--- config.mk ---
export PLATFORM = sky130hd
export DESIGN_NAME = nubus_mem_arbiter
export DESIGN_NICKNAME = d
export VERILOG_FILES = /design/src/rtl/nubusdefs.sv /design/src/rtl/nubus_watchdog.sv /design/src/rtl/nubus_mem_arbiter.sv
export SDC_FILE = /design/constraint.sdc
export NUM_CORES = 1
export LEC_CHECK = 0
export CORE_AREA = 2 2 120 122
export CTS_CLUSTER_SIZE = 20
export DETAILED_ROUTE_END_ITERATION = 6
export DIE_AREA = 0 0 122 124
export HOLD_SLACK_MARGIN = 0.12
export REMOVE_ABC_BUFFERS = 1
export SYNTH_ARGS = -nofsm -noshare
export SYNTH_HDL_FRONTEND = slang
export SYNTH_SLANG_ARGS = --single-unit
--- constraint.sdc ---
create_clock -name nub_clkn -period 4.9 [get_ports nub_clkn]
set_clock_uncertainty 0.05 [all_clocks]
set_input_delay 0.735 -clock nub_clkn [delete_from_list [all_inputs] [get_ports nub_clkn]]
set_output_delay 0.735 -clock nub_clkn [all_outputs]
set_load 0.05 [all_outputs]
--- src/rtl/nubusdefs.sv ---
// Shared NuBus card definitions: memory-arbiter state encoding, owner codes and
// the default memory-access timeout.
package nubusdefs;

    typedef enum logic [1:0] {
        ARB_IDLE     = 2'd0,
        ARB_SLV      = 2'd1,
        ARB_CPU      = 2'd2,
        ARB_CPU_LOCK = 2'd3
    } arb_state_e;

    typedef enum logic {
        OWN_SLV = 1'b0,
        OWN_CPU = 1'b1
    } owner_e;

    localparam int unsigned NUBUS_MEM_TIMEOUT = 255;

endpackage

--- src/rtl/nubus_watchdog.sv ---
// Cycle counter that flags when TIMEOUT-1 counted cycles have elapsed since the
// last clear. Shared by the memory arbiter and the NuBus master bus-timeout.
module nubus_watchdog
    import nubusdefs::*;
#(
    parameter int unsigned TIMEOUT = NUBUS_MEM_TIMEOUT
) (
    input  logic clk,
    input  logic rst_n,
    input  logic i_clear,
    input  logic i_count_en,
    output logic o_expired
);

    localparam int unsigned CW = $clog2(TIMEOUT + 1);
    localparam logic [CW-1:0] LAST = CW'(TIMEOUT - 1);

    logic [CW-1:0] r_count;

    // The owner is always dropped at LAST, so the count never needs to wrap or saturate.
    always_ff @(posedge clk or negedge rst_n) begin
        if (!rst_n) begin
            r_count <= '0;
        end else if (i_clear) begin
            r_count <= '0;
        end else if (i_count_en) begin
            r_count <= r_count + 1'b1;
        end
    end

    assign o_expired = (r_count == LAST);

endmodule

--- src/rtl/nubus_mem_arbiter.sv ---
// Round-robin arbiter sharing the card memory port between the NuBus slave path
// and the local processor, with processor lock and a memory-stall watchdog.
module nubus_mem_arbiter
    import nubusdefs::*;
#(
    parameter int unsigned AW      = 32,
    parameter int unsigned DW      = 32,
    parameter int unsigned TIMEOUT = NUBUS_MEM_TIMEOUT
) (
    input  logic            nub_clkn,
    input  logic            nub_resetn,
    input  logic            slv_valid,
    input  logic [AW-1:0]   slv_addr,
    input  logic [DW-1:0]   slv_wdata,
    input  logic [DW/8-1:0] slv_wstrb,
    output logic            slv_ready,
    output logic            slv_err,
    output logic [DW-1:0]   slv_rdata,
    input  logic            cpu_valid,
    input  logic [AW-1:0]   cpu_addr,
    input  logic [DW-1:0]   cpu_wdata,
    input  logic [DW/8-1:0] cpu_wstrb,
    input  logic            cpu_lock,
    output logic            cpu_ready,
    output logic            cpu_err,
    output logic [DW-1:0]   cpu_rdata,
    output logic            mem_valid,
    output logic [AW-1:0]   mem_addr,
    output logic [DW-1:0]   mem_wdata,
    output logic [DW/8-1:0] mem_wstrb,
    input  logic            mem_ready,
    input  logic [DW-1:0]   mem_rdata,
    output logic            gnt_slv_o,
    output logic            gnt_cpu_o
);

    arb_state_e r_state, w_state_next;
    owner_e     r_last, w_last_next;
    logic       w_grant;
    logic       w_expired;
    logic       w_done;
    logic       w_abort;

    assign mem_valid = ((r_state == ARB_SLV) && slv_valid) || ((r_state == ARB_CPU) && cpu_valid);
    assign w_done    = mem_valid && mem_ready;
    // Ready wins over a timeout landing in the same cycle.
    assign w_abort   = mem_valid && !mem_ready && w_expired;

    always_ff @(posedge nub_clkn or negedge nub_resetn) begin
        if (!nub_resetn) begin
            r_state <= ARB_IDLE;
            r_last  <= OWN_CPU;
        end else begin
            r_state <= w_state_next;
            r_last  <= w_last_next;
        end
    end

    always_comb begin
        w_state_next = r_state;
        w_last_next  = r_last;
        w_grant      = 1'b0;
        unique case (r_state)
            ARB_IDLE: begin
                // On a tie the requester not granted last wins.
                if (slv_valid && (!cpu_valid || (r_last == OWN_CPU))) begin
                    w_state_next = ARB_SLV;
                    w_last_next  = OWN_SLV;
                    w_grant      = 1'b1;
                end else if (cpu_valid) begin
                    w_state_next = ARB_CPU;
                    w_last_next  = OWN_CPU;
                    w_grant      = 1'b1;
                end
            end
            ARB_SLV: begin
                if (!slv_valid || w_done || w_abort) begin
                    w_state_next = ARB_IDLE;
                end
            end
            ARB_CPU: begin
                if (!cpu_valid || w_abort) begin
                    w_state_next = ARB_IDLE;
                end else if (w_done) begin
                    w_state_next = cpu_lock ? ARB_CPU_LOCK : ARB_IDLE;
                end
            end
            ARB_CPU_LOCK: begin
                // Releasing the lock yields to the slave before any further CPU access.
                if (!cpu_lock) begin
                    w_state_next = ARB_IDLE;
                end else if (cpu_valid) begin
                    w_state_next = ARB_CPU;
                    w_grant      = 1'b1;
                end
            end
            default: w_state_next = ARB_IDLE;
        endcase
    end

    always_comb begin
        mem_addr  = '0;
        mem_wdata = '0;
        mem_wstrb = '0;
        if (r_state == ARB_SLV) begin
            mem_addr  = slv_addr;
            mem_wdata = slv_wdata;
            mem_wstrb = slv_wstrb;
        end else if (r_state == ARB_CPU) begin
            mem_addr  = cpu_addr;
            mem_wdata = cpu_wdata;
            mem_wstrb = cpu_wstrb;
        end
    end

    assign slv_ready = w_done && (r_state == ARB_SLV);
    assign cpu_ready = w_done && (r_state == ARB_CPU);
    assign slv_err   = w_abort && (r_state == ARB_SLV);
    assign cpu_err   = w_abort && (r_state == ARB_CPU);
    assign slv_rdata = slv_ready ? mem_rdata : '0;
    assign cpu_rdata = cpu_ready ? mem_rdata : '0;
    assign gnt_slv_o = (r_state == ARB_SLV);
    assign gnt_cpu_o = (r_state == ARB_CPU) || (r_state == ARB_CPU_LOCK);

    nubus_watchdog #(
        .TIMEOUT (TIMEOUT)
    ) u_watchdog (
        .clk        (nub_clkn),
        .rst_n      (nub_resetn),
        .i_clear    (w_grant),
        .i_count_en (mem_valid && !mem_ready),
        .o_expired  (w_expired)
    );

endmodule
==> reports/metrics.cfg <==
[final_layout]
layout_common_cells=clkdlybuf4s50_1, a22o_1, and2_1
fin_nets=713
areaGrowthSynthToFinish_pct=184
final_util_pct=38.0
final_common_cell=clkdlybuf4s50_1
num_antenna_cells=0
drive_gt1_share_pct=3.20
fin_cells=711

[clock_network]
hold_buffers=0
cts_setup_buffers=0
cts.sinks=11
htree_levels=1
cts_root_buffer=clkbuf_16
cts_tree=yes
cts_buffers=3
cts_max_path_buffers=2
cts_resized=0
clock_latency_ns=0.24
cts.clk_slew.worst_paths_ns=0.04

[place]
place_inst=707
dp_hpwl_mm=11.0
io_buffers=312
place_ws_ns=1.07
gp_congestion=0.906

[power]
leakage_nw=2.01
p_sw_mw=1.48
sequentialPowerShare_pct=5.2
p_int_mw=1.01
p_clk_share_pct=6.1
swShare_pct=59.4
p_comb_share_pct=88.7
p_per_area_nw_per_um2=480
peakVddDrop_mv=0.226

[sta]
hold_viol=0
worstMarginPinSlew_ns=0.729
fin_crit_sh_pct=78.2
clock.fmax_mhz=261
setup_viol=0
slew_viol_final=0
relSlewSlack_pct=51.4
worst_hold_slack_ns=0.475
period_needed_ns=3.83
fin_ws_ns=1.07
rsz0062_at_grt=false

[drt]
drt_wl_total_mm=13.0
viasPerCell=4.27
first_pass_iters=4
vias=3037
ant_nets=0
drt_iter0_drc=150
drc=0
avgRoutedWirePerCell_um=18.3

[worst_hold_path]
min_path_cells=2
hold_end=r_last
hold_path.class=flip-flop to flip-flop
hold_start=r_last

[logic_synthesis]
synthTopCellsByArea=a22o_1, and2_1, dfrtp_1
synth_top_area_cell=a22o_1
yosysUniqueCellTypes=36
synth_area_um2=1830
syn_inst=233
yosys_warnings=0
yosysSeqAreaShare_pct=15.1
synth_area_per_cell_um2=7.86
synth_top_area_share_pct=33.0
synth_seq_cells=11

[setup_path]
rr_startpoint=r_state[1]
crit_fanout=68
critPathKind=flip-flop to output port
r2r_slack_ns=2.74
endpoint_kind=output port
worstRegToRegCells=6
arrival_ns=3.05
required_ns=4.12
critPathLaunchType=flip-flop
r2r-end=r_state[1]

[global_routing]
grt_max_degree=69
antenna_found_initial=0
grt_pass1_wl_mm=17.6
grt_pass1_vias=2876
track_usage_pct=15.1
grt-ovfl-total=0

[die]
die_height_um=124
initial_utilization_pct=13.3
core-area_um2=13700
ioPinCount=313
core.rowCount=43
dieArea_um2=15100
fp.dieW_um=122

[run_status]
status=finished, final reports clean

[run]
max-cap-violations=0

## state kept, by name, summed over array words and instances, names as in the netlist
signal              cells
u_watchdog.r_count      8
r_state                 2
r_last                  1
## critical path, cell delays in order (launching register included)
cell and delay [ns]:
dfrtp_1 0.41, inv_1 0.12, ha_1 0.35, nor2b_4 0.20
buf_4 0.55, a22o_1 0.27, clkdlybuf4s50_1 0.83
## Yosys cell counts
cell type  count
nand4_1        2
a31oi_1        1
or4_4          1
xor2_1         2
o21ai_0        2
and3_1         2
buf_1          1
inv_1          5
nand3_1        5
and2_1        66
clkbuf_1      15
nand2_1        3
inv_4          1
nand2_2        1
a22oi_4        1
dfstp_2        1
a21oi_2        1
nand4b_1       1
dfrtp_1       10
nor4b_1        1
xnor2_1        4
ha_1           7
a22o_1        69
o221a_2        1
o21bai_1       1
nor3_1         1
o31ai_1        1
or2_2          1
nor2b_1        1
nor4_1         2
o211ai_1       1
buf_2          6
and4_1         1
a21oi_1        5
a211oi_1       1
nor2_1         9
## routing by layer
metal	track usage [%]	wire length, um	vias to the layer above
met4	1.94	85	0
met3	3.21	1040	8
met1	18.9	5180	1442
met2	27.1	6740	125
li1	-	-	1462
met5	0	0	-
## worst max-delay path by stage
stage / from / to / cells after the start
2_1_floorplan: r_state[1] / mem_addr[0] / 4
3_3_place_gp: cpu_valid / cpu_rdata[13] / 7
3_5_place_dp: cpu_valid / slv_rdata[29] / 7
4_1_cts: cpu_valid / slv_rdata[29] / 7
5_1_grt: cpu_valid / cpu_rdata[22] / 7
6_report: r_state[0] / mem_wdata[30] / 6
## cell type report
| type | instances | area [um^2] |
|---|---|---|
| Fill cell | 1371 | 8510 |
| Timing Repair Buffer | 316 | 3150 |
| Multi-Input combinational cell | 194 | 1450 |
| Sequential cell | 11 | 277 |
| Tap cell | 180 | 225 |
| Clock buffer | 4 | 78.8 |
| Inverter | 6 | 25.0 |
## logic make-up after synthesis
| family | share of synthesized area, % |
|---|---|
| fa+ha+maj | 4.78 |
| xor+xnor | 2.87 |
| simple gates | 31.8 |
| compound gates | 39.2 |
| buf+inv | 6.29 |
| flops | 15.1 |
## per-stage QoR
step | total power [mW] | area, um^2 | setup TNS (ns)
final | 2.50 | 5210 | 0
after global routing | 2.61 | 5210 | 0
after CTS | 2.51 | 5210 | 0
after detailed placement | 2.36 | 5130 | 0
after global placement | 2.34 | 5130 | 0
after floorplan | 1.58 | 1740 | -34.77
## power by group through the flow
stage                     sequential [mW]  combinational, mW  clock [mW]
after detailed placement            0.132               2.22           0
after global routing                0.134               2.32       0.158
after floorplan                     0.128               1.45           0
after global placement              0.131               2.21           0
after CTS                           0.131               2.23       0.154
final                               0.131               2.21       0.152
Power figures use the tool's default switching activity.
